**src/rtl/vend_pkg.sv**
```systemverilog
// Shared types and constants for the vend dispense controller.
package vend_pkg;

    localparam int unsigned CHANGE_W           = 3;
    localparam int unsigned MAX_CHANGE_NICKELS = 4;

    localparam logic [1:0] FLT_NONE    = 2'b00;
    localparam logic [1:0] FLT_SODA_TO = 2'b01;
    localparam logic [1:0] FLT_HOP_TO  = 2'b10;
    localparam logic [1:0] FLT_BAD_JOB = 2'b11;

    typedef enum logic [2:0] {
        ST_IDLE       = 3'd0,
        ST_POP        = 3'd1,
        ST_SODA_PULSE = 3'd2,
        ST_SODA_WAIT  = 3'd3,
        ST_COIN_PULSE = 3'd4,
        ST_COIN_WAIT  = 3'd5,
        ST_FAULT      = 3'd6
    } dispense_state_e;

    typedef struct packed {
        logic                soda;
        logic [CHANGE_W-1:0] change;
    } vend_job_t;

    // True when a job asks for more nickels than one vend may ever return.
    function automatic logic change_out_of_range(input logic [CHANGE_W-1:0] change);
        return change > CHANGE_W'(MAX_CHANGE_NICKELS);
    endfunction

endpackage

```
**src/rtl/vend_job_fifo.sv**
```systemverilog
// Synchronous FIFO of vend jobs with registered full/empty flags.
module vend_job_fifo
    import vend_pkg::*;
#(
    parameter int unsigned  DEPTH = 4,
    localparam int unsigned PTR_W = $clog2(DEPTH),
    localparam int unsigned CNT_W = PTR_W + 1
) (
    input  logic             clk_i,
    input  logic             rst_i,
    input  logic             push,
    input  vend_job_t        wdata,
    input  logic             pop,
    output vend_job_t        head_c,
    output logic             full,
    output logic             empty,
    output logic [CNT_W-1:0] count
);

    vend_job_t        mem_q [DEPTH];
    logic [PTR_W-1:0] wr_ptr_q;
    logic [PTR_W-1:0] rd_ptr_q;
    logic [CNT_W-1:0] count_d;
    logic             do_push;
    logic             do_pop;

    assign do_push = push && !full;
    assign do_pop  = pop && !empty;
    assign count_d = count + CNT_W'(do_push) - CNT_W'(do_pop);
    assign head_c  = mem_q[rd_ptr_q];

    // Storage array; contents need no reset because the pointers define validity.
    always_ff @(posedge clk_i) begin
        if (do_push) begin
            mem_q[wr_ptr_q] <= wdata;
        end
    end

    // Pointers, occupancy and flags, all updated from the next occupancy.
    always_ff @(posedge clk_i) begin
        if (rst_i) begin
            wr_ptr_q <= '0;
            rd_ptr_q <= '0;
            count    <= '0;
            full     <= 1'b0;
            empty    <= 1'b1;
        end else begin
            if (do_push) begin
                wr_ptr_q <= wr_ptr_q + PTR_W'(1);
            end
            if (do_pop) begin
                rd_ptr_q <= rd_ptr_q + PTR_W'(1);
            end
            count <= count_d;
            full  <= (count_d == CNT_W'(DEPTH));
            empty <= (count_d == '0);
        end
    end

endmodule

```
**src/rtl/vend_dispense_ctrl.sv**
```systemverilog
// Vend job sequencer: queues jobs, pulses the soda motor and the nickel
// hopper one coin at a time, waits for sensor acks and tracks inventory.
module vend_dispense_ctrl
    import vend_pkg::*;
#(
    parameter int unsigned FIFO_DEPTH     = 4,
    parameter int unsigned PULSE_CYCLES   = 4,
    parameter int unsigned TIMEOUT_CYCLES = 1000,
    parameter int unsigned INV_W          = 6
) (
    input  logic             clk_i,
    input  logic             rst_i,
    input  logic             job_valid_i,
    output logic             job_ready_o,
    input  logic             job_soda_i,
    input  logic [2:0]       job_change_i,
    output logic             soda_motor_o,
    input  logic             soda_done_i,
    output logic             hopper_kick_o,
    input  logic             hopper_coin_i,
    input  logic             refill_valid_i,
    input  logic [INV_W-1:0] refill_nickels_i,
    input  logic             fault_clear_i,
    output logic [INV_W-1:0] nickel_count_o,
    output logic             low_change_o,
    output logic             busy_o,
    output logic             fault_o,
    output logic [1:0]       fault_code_o
);

    localparam int unsigned QCNT_W  = $clog2(FIFO_DEPTH) + 1;
    localparam int unsigned TMR_MAX = (PULSE_CYCLES > TIMEOUT_CYCLES) ? PULSE_CYCLES : TIMEOUT_CYCLES;
    localparam int unsigned TMR_W   = $clog2(TMR_MAX + 1);
    localparam int unsigned SUM_W   = INV_W + 1;

    localparam logic [TMR_W-1:0] PULSE_LAST   = TMR_W'(PULSE_CYCLES - 1);
    localparam logic [TMR_W-1:0] TIMEOUT_LAST = TMR_W'(TIMEOUT_CYCLES - 1);
    localparam logic [SUM_W-1:0] INV_SAT      = SUM_W'((2 ** INV_W) - 1);
    localparam logic [INV_W-1:0] LOW_THRESH   = INV_W'(MAX_CHANGE_NICKELS);

    dispense_state_e     state_q;
    dispense_state_e     state_d;
    logic [TMR_W-1:0]    tmr_q;
    logic [TMR_W-1:0]    tmr_d;
    logic [CHANGE_W-1:0] remaining_q;
    logic [CHANGE_W-1:0] remaining_d;
    logic [1:0]          fault_code_q;
    logic [1:0]          fault_code_d;
    logic [INV_W-1:0]    inv_q;
    logic [INV_W-1:0]    inv_d;
    logic [SUM_W-1:0]    inv_sum;
    logic                inv_dec;

    vend_job_t           wr_job;
    vend_job_t           head;
    logic                push;
    logic                pop;
    logic                q_full;
    logic                q_empty;
    logic [QCNT_W-1:0]   q_count;
    logic [QCNT_W-1:0]   q_count_d;
    logic                timed_state;

    assign wr_job         = '{soda: job_soda_i, change: job_change_i};
    assign push           = job_valid_i && !q_full;
    assign q_count_d      = q_count + QCNT_W'(push) - QCNT_W'(pop);
    assign nickel_count_o = inv_q;
    assign fault_code_o   = fault_code_q;

    vend_job_fifo #(
        .DEPTH (FIFO_DEPTH)
    ) u_job_fifo (
        .clk_i  (clk_i),
        .rst_i  (rst_i),
        .push   (push),
        .wdata  (wr_job),
        .pop    (pop),
        .head_c (head),
        .full   (q_full),
        .empty  (q_empty),
        .count  (q_count)
    );

    // Next-state, job latch, fault code and coin-count decisions.
    always_comb begin
        state_d      = state_q;
        remaining_d  = remaining_q;
        fault_code_d = fault_code_q;
        inv_dec      = 1'b0;
        pop          = 1'b0;
        case (state_q)
            ST_IDLE: begin
                // A job being written this cycle counts, so POP follows acceptance directly.
                if (!q_empty || push) begin
                    state_d = ST_POP;
                end
            end
            ST_POP: begin
                pop = 1'b1;
                if (change_out_of_range(head.change) || (INV_W'(head.change) > inv_q)) begin
                    state_d      = ST_FAULT;
                    fault_code_d = FLT_BAD_JOB;
                    remaining_d  = '0;
                end else if (head.soda) begin
                    state_d     = ST_SODA_PULSE;
                    remaining_d = head.change;
                end else if (head.change != '0) begin
                    state_d     = ST_COIN_PULSE;
                    remaining_d = head.change;
                end else begin
                    state_d = ST_IDLE;
                end
            end
            ST_SODA_PULSE: begin
                if (tmr_q == PULSE_LAST) begin
                    state_d = ST_SODA_WAIT;
                end
            end
            ST_SODA_WAIT: begin
                if (soda_done_i) begin
                    state_d = (remaining_q != '0) ? ST_COIN_PULSE : ST_IDLE;
                end else if (tmr_q == TIMEOUT_LAST) begin
                    state_d      = ST_FAULT;
                    fault_code_d = FLT_SODA_TO;
                    remaining_d  = '0;
                end
            end
            ST_COIN_PULSE: begin
                if (tmr_q == PULSE_LAST) begin
                    state_d = ST_COIN_WAIT;
                end
            end
            ST_COIN_WAIT: begin
                if (hopper_coin_i) begin
                    inv_dec     = 1'b1;
                    remaining_d = remaining_q - CHANGE_W'(1);
                    state_d     = (remaining_q != CHANGE_W'(1)) ? ST_COIN_PULSE : ST_IDLE;
                end else if (tmr_q == TIMEOUT_LAST) begin
                    state_d      = ST_FAULT;
                    fault_code_d = FLT_HOP_TO;
                    remaining_d  = '0;
                end
            end
            ST_FAULT: begin
                if (fault_clear_i) begin
                    state_d      = ST_IDLE;
                    fault_code_d = FLT_NONE;
                end
            end
            default: begin
                state_d = ST_IDLE;
            end
        endcase
    end

    // Pulse/timeout timer: restarts on every state entry, counts only in timed states.
    always_comb begin
        timed_state = (state_q == ST_SODA_PULSE) || (state_q == ST_SODA_WAIT) ||
                      (state_q == ST_COIN_PULSE) || (state_q == ST_COIN_WAIT);
        tmr_d = '0;
        if (timed_state && (state_d == state_q)) begin
            tmr_d = tmr_q + TMR_W'(1);
        end
    end

    // Inventory: refill and coin-out both apply, clamped to the counter range.
    always_comb begin
        inv_sum = {1'b0, inv_q};
        if (refill_valid_i) begin
            inv_sum = inv_sum + {1'b0, refill_nickels_i};
        end
        if (inv_dec && (inv_sum != '0)) begin
            inv_sum = inv_sum - SUM_W'(1);
        end
        inv_d = (inv_sum > INV_SAT) ? INV_SAT[INV_W-1:0] : inv_sum[INV_W-1:0];
    end

    // State, counters and all registered outputs, decoded from next-state values.
    always_ff @(posedge clk_i) begin
        if (rst_i) begin
            state_q       <= ST_IDLE;
            tmr_q         <= '0;
            remaining_q   <= '0;
            fault_code_q  <= FLT_NONE;
            inv_q         <= '0;
            soda_motor_o  <= 1'b0;
            hopper_kick_o <= 1'b0;
            job_ready_o   <= 1'b1;
            low_change_o  <= 1'b1;
            busy_o        <= 1'b0;
            fault_o       <= 1'b0;
        end else begin
            state_q       <= state_d;
            tmr_q         <= tmr_d;
            remaining_q   <= remaining_d;
            fault_code_q  <= fault_code_d;
            inv_q         <= inv_d;
            soda_motor_o  <= (state_d == ST_SODA_PULSE);
            hopper_kick_o <= (state_d == ST_COIN_PULSE);
            job_ready_o   <= (q_count_d != QCNT_W'(FIFO_DEPTH));
            low_change_o  <= (inv_d < LOW_THRESH);
            busy_o        <= (state_d != ST_IDLE) || (q_count_d != '0);
            fault_o       <= (state_d == ST_FAULT);
        end
    end

endmodule

```
**config.mk**
```make
export PLATFORM = sky130hd
export DESIGN_NAME = vend_dispense_ctrl
export DESIGN_NICKNAME = d
export VERILOG_FILES = /design/src/rtl/vend_pkg.sv /design/src/rtl/vend_job_fifo.sv /design/src/rtl/vend_dispense_ctrl.sv
export SDC_FILE = /design/constraint.sdc
export NUM_CORES = 1
export LEC_CHECK = 0
export ABC_AREA = 1
export CAP_MARGIN = 15
export CORE_MARGIN = 1
export CORE_UTILIZATION = 45
export CTS_CLUSTER_DIAMETER = 60
export DETAILED_ROUTE_END_ITERATION = 7
export DONT_BUFFER_PORTS = 1
export SLEW_MARGIN = 15
export SYNTH_ARGS = -nofsm -noshare
export SYNTH_HDL_FRONTEND = slang
export SYNTH_SLANG_ARGS = --single-unit
export TNS_END_PERCENT = 20
```
**constraint.sdc**
```tcl
create_clock -name clk_i -period 3.55 [get_ports clk_i]
set_clock_uncertainty 0.1 [all_clocks]
set_input_delay 0.5325 -clock clk_i [delete_from_list [all_inputs] [get_ports clk_i]]
set_output_delay 0.5325 -clock clk_i [all_outputs]
set_load 0.05 [all_outputs]
```
==> impl_metrics.sql <==
INSERT INTO impl_metrics (metric_group, metric, value, unit) VALUES
('clocking', 'tritoncts.num_buffers', '9', ''),
('logic_synthesis', 'mappedNetlistArea', '3370', 'um^2'),
('routing', 'post-route-drc-count', '0', ''),
('worst_setup_path', 'crit_buf_inv', '2', ''),
('logic_synthesis', 'ys_types', '41', ''),
('sta', 'finalMaxSlewViolations', '0', ''),
('worst_setup_path', 'worst_ep_arrival_time', '2.83', 'ns'),
('clocking', 'cts_htree_levels', '3', ''),
('floorplan', 'pin_count', '31', ''),
('logic_synthesis', 'synth.yosys.warnings', '0', ''),
('worst_setup_path', 'cp_top_family', 'simple AND/OR/NAND/NOR gates', ''),
('worst_setup_path', 'maximum_cell_stage_delay_along_the_critical_path', '0.71', 'ns'),
('cells_and_area', 'multi_input_gate_area', '1750', 'um^2'),
('routing', 'antenna_viol_nets_final', '0', ''),
('clocking', 'post_cts_resize_count', '0', ''),
('worst_setup_path', 'setup.reg_to_reg.worst_slack', '0.85', 'ns'),
('placed_design', 'placement.setup.worst_slack', '0.718', 'ns'),
('logic_synthesis', 'synth_enable_flop_cells', '16', ''),
('power', 'combinationalPowerShare', '40.9', '%'),
('logic_synthesis', 'post_synth_inst_count', '453', ''),
('routing', 'post_drt_wl_per_cell', '11.6', 'um'),
('floorplan', 'die_h', '88.5', 'um'),
('placed_design', 'hpwl_dp', '5070', 'um'),
('cells_and_area', 'finish.net_count', '505', ''),
('grt', 'globalRouteOverflowTotal', '0', ''),
('cells_and_area', 'fillCellCount', '733', ''),
('logic_synthesis', 'netlist.top_cell.by_area', 'sky130_fd_sc_hd__dfxtp_1', ''),
('worst_hold_path', 'hold_path.class', 'in -> reg', ''),
('worst_setup_path', 'critical_path.cell_chain', 'ha_1 -> a21oi_1 -> nand3_1 -> nand3_1 -> nand3_2 -> nor2_2 -> nand3_2 -> nand2_2 -> inv_2 -> o21ai_0 -> nand3_1 -> nand2_1 -> inv_1', ''),
('worst_hold_path', 'holdCritStartpoint', 'rst_i', ''),
('power', 'power.share.sequential', '38.4', '%'),
('placed_design', 'dp.cells', '550', ''),
('clocking', 'clk_path_buf_depth', '2', ''),
('cells_and_area', 'n_antenna_cell', '0', ''),
('logic_synthesis', 'ys_dominant_reg_cell', 'sky130_fd_sc_hd__dfxtp_1', ''),
('grt', 'vias_in_the_first_global_route', '2483', ''),
('routing', 'total_number_of_vias', '2763', ''),
('clocking', 'clk_latency', '0.33', 'ns'),
('logic_synthesis', 'syn_avg_cell_area', '7.44', 'um^2'),
('sta', 'fin_ws', '0.846', 'ns'),
('floorplan', 'fp-row-count', '31', ''),
('clocking', 'tritoncts', 'yes', ''),
('worst_setup_path', 'startpoint_of_the_most_critical_register_to_register_path', 'nickel_count_o[2]', ''),
('sta', 'fmax', '370', 'MHz'),
('worst_setup_path', 'critical_path.startpoint_type', 'flip-flop', ''),
('cells_and_area', 'post_route_cells_drive_above_1_share', '7.28', '%'),
('power', 'pint', '1.51', 'mW'),
('sta', 'setup_violations', '0', ''),
('power', 'p_per_area', '733', 'nW/um^2'),
('floorplan', 'die_x', '88.5', 'um'),
('grt', 'grt_antenna_before_repair', '0', ''),
('floorplan', 'die_area', '7830', 'um^2'),
('placed_design', 'gp_congestion', '0.809', ''),
('sta', 'timing.final.hold_violations', '0', ''),
('worst_setup_path', 'critPathSlowestCell', 'sky130_fd_sc_hd__dfxtp_1', ''),
('cells_and_area', 'seqCellArea', '1300', 'um^2'),
('power', 'netSwitchingFraction', '43.9', '%'),
('worst_setup_path', 'crit_fanout', '7', ''),
('outcome', 'status', 'finished, final reports clean', ''),
('logic_synthesis', 'synth_largest_type_area_fraction', '24.4', '%'),
('logic_synthesis', 'postSynthNetCount', '496', ''),
('sta', 'final.setup.tns', '0', 'ns'),
('routing', 'first_iter_violations', '122', ''),
('cells_and_area', 'mostFrequentLayoutCell', 'sky130_fd_sc_hd__nand2_1', ''),
('sta', 'transition_at_the_pin_with_the_smallest_max_transition_slack', '0.619', 'ns'),
('worst_setup_path', 'crit_path_frequent_cell', 'sky130_fd_sc_hd__nand3_1', ''),
('power', 'finalPower', '2.69', 'mW'),
('power', 'leakage', '1.68', 'nW'),
('power', 'p_sw', '1.18', 'mW'),
('grt', 'grt_pass1_wl', '10900', 'um'),
('power', 'power.ir.vdd_worst', '0.371', 'mV');
-- power by group through the flow --
| stage | combinational [mW] | sequential [mW] | clock [mW] |
|---|---|---|---|
| after detailed placement | 1.11 | 1.05 | 0 |
| final | 1.10 | 1.03 | 0.555 |
| after CTS | 1.12 | 1.03 | 0.569 |
| after global routing | 1.29 | 1.05 | 0.599 |
| after global placement | 1.09 | 1.05 | 0 |
| after floorplan | 0.877 | 1.05 | 0 |
-- state kept, by name, summed over array words and instances (netlist names), named ones only --
name and flops:
busy_o 1, u_job_fifo.mem_q 16, fault_code_o 2, tmr_q 10, soda_motor_o 1, hopper_kick_o 1
low_change_o 1, u_job_fifo.rd_ptr_q 2, fault_o 1, u_job_fifo.wr_ptr_q 2, u_job_fifo.full 1, job_ready_o 1
u_job_fifo.empty 1, state_q 3, u_job_fifo.count 3, nickel_count_o 6, remaining_q 3
-- path summary, 6_finish.rpt --
kind | end | cells past startpoint
setup / recovery | nickel_count_o[1] | 13
hold / removal | u_job_fifo.count[1] | 1
setup reg to reg | nickel_count_o[1] | 13
hold reg to reg | tmr_q[0] | 1
-- cells in the mapped netlist, types with 4 or more instances --
library cell               count
sky130_fd_sc_hd__nor2_2        4
sky130_fd_sc_hd__a21oi_1      14
sky130_fd_sc_hd__dfxtp_1      41
sky130_fd_sc_hd__nand3_1      41
sky130_fd_sc_hd__nand2_1      94
sky130_fd_sc_hd__inv_1        74
sky130_fd_sc_hd__ha_1         23
sky130_fd_sc_hd__edfxtp_1     16
sky130_fd_sc_hd__nor3_1        9
sky130_fd_sc_hd__inv_2         4
sky130_fd_sc_hd__o21ai_0      18
sky130_fd_sc_hd__xor2_1       11
sky130_fd_sc_hd__nor2_1       54
sky130_fd_sc_hd__nand4_1       7
-- per-stage QoR --
| stage | instance area (um^2) | hold slack [ns] | utilization [%] |
|---|---|---|---|
| after floorplan | 3370 | 0.318 | - |
| after global placement | 3490 | 0.328 | 48.1 |
| after detailed placement | 3490 | 0.338 | 48.1 |
| after CTS | 3670 | 0.150 | 50.6 |
| after global routing | 3670 | 0.143 | 50.6 |
| final | 3670 | 0.163 | 50.6 |
-- cells by family (layout without fill, tap and decap cells) --
family                   after synthesis  count (layout)  synth area share [%]
flip-flops                            57              57                  38.6
buffers and inverters                 84              98                  9.51
XOR/XNOR                              13              13                  3.38
AND/OR/NAND/NOR                      220             220                  28.7
AO/OA/AOI/OAI                         53              53                  9.44
adder cells (fa/ha/maj)               26              26                  10.3
-- area by class of cell --
type / instances / area share [%]
clock inverters: 6 / 1.33
multi-input cells: 312 / 47.6
flip-flops and latches: 57 / 35.5
inverters: 79 / 8.09
repair buffers: 3 / 0.614
well taps: 99 / 3.38
clock buffers: 10 / 3.48
-- routing by layer --
metal	GRT usage, %	part of all wire [%]
met5	0	0
met1	22.2	48
met4	4.84	1.0
met2	30.2	46
met3	5.60	4.5
-- worst reg2reg max path, stage by stage (launching register included) --
cell                      delay [ns]
sky130_fd_sc_hd__dfxtp_1        0.71
sky130_fd_sc_hd__ha_1           0.41
sky130_fd_sc_hd__a21oi_1        0.17
sky130_fd_sc_hd__nand3_1        0.10
sky130_fd_sc_hd__nand3_1        0.10
sky130_fd_sc_hd__nand3_2        0.10
sky130_fd_sc_hd__nor2_2         0.21
sky130_fd_sc_hd__nand3_2        0.14
sky130_fd_sc_hd__nand2_2        0.16
sky130_fd_sc_hd__inv_2          0.08
sky130_fd_sc_hd__o21ai_0        0.15
sky130_fd_sc_hd__nand3_1        0.08
sky130_fd_sc_hd__nand2_1        0.06
sky130_fd_sc_hd__inv_1          0.04
(Power assumes the default switching activity.)
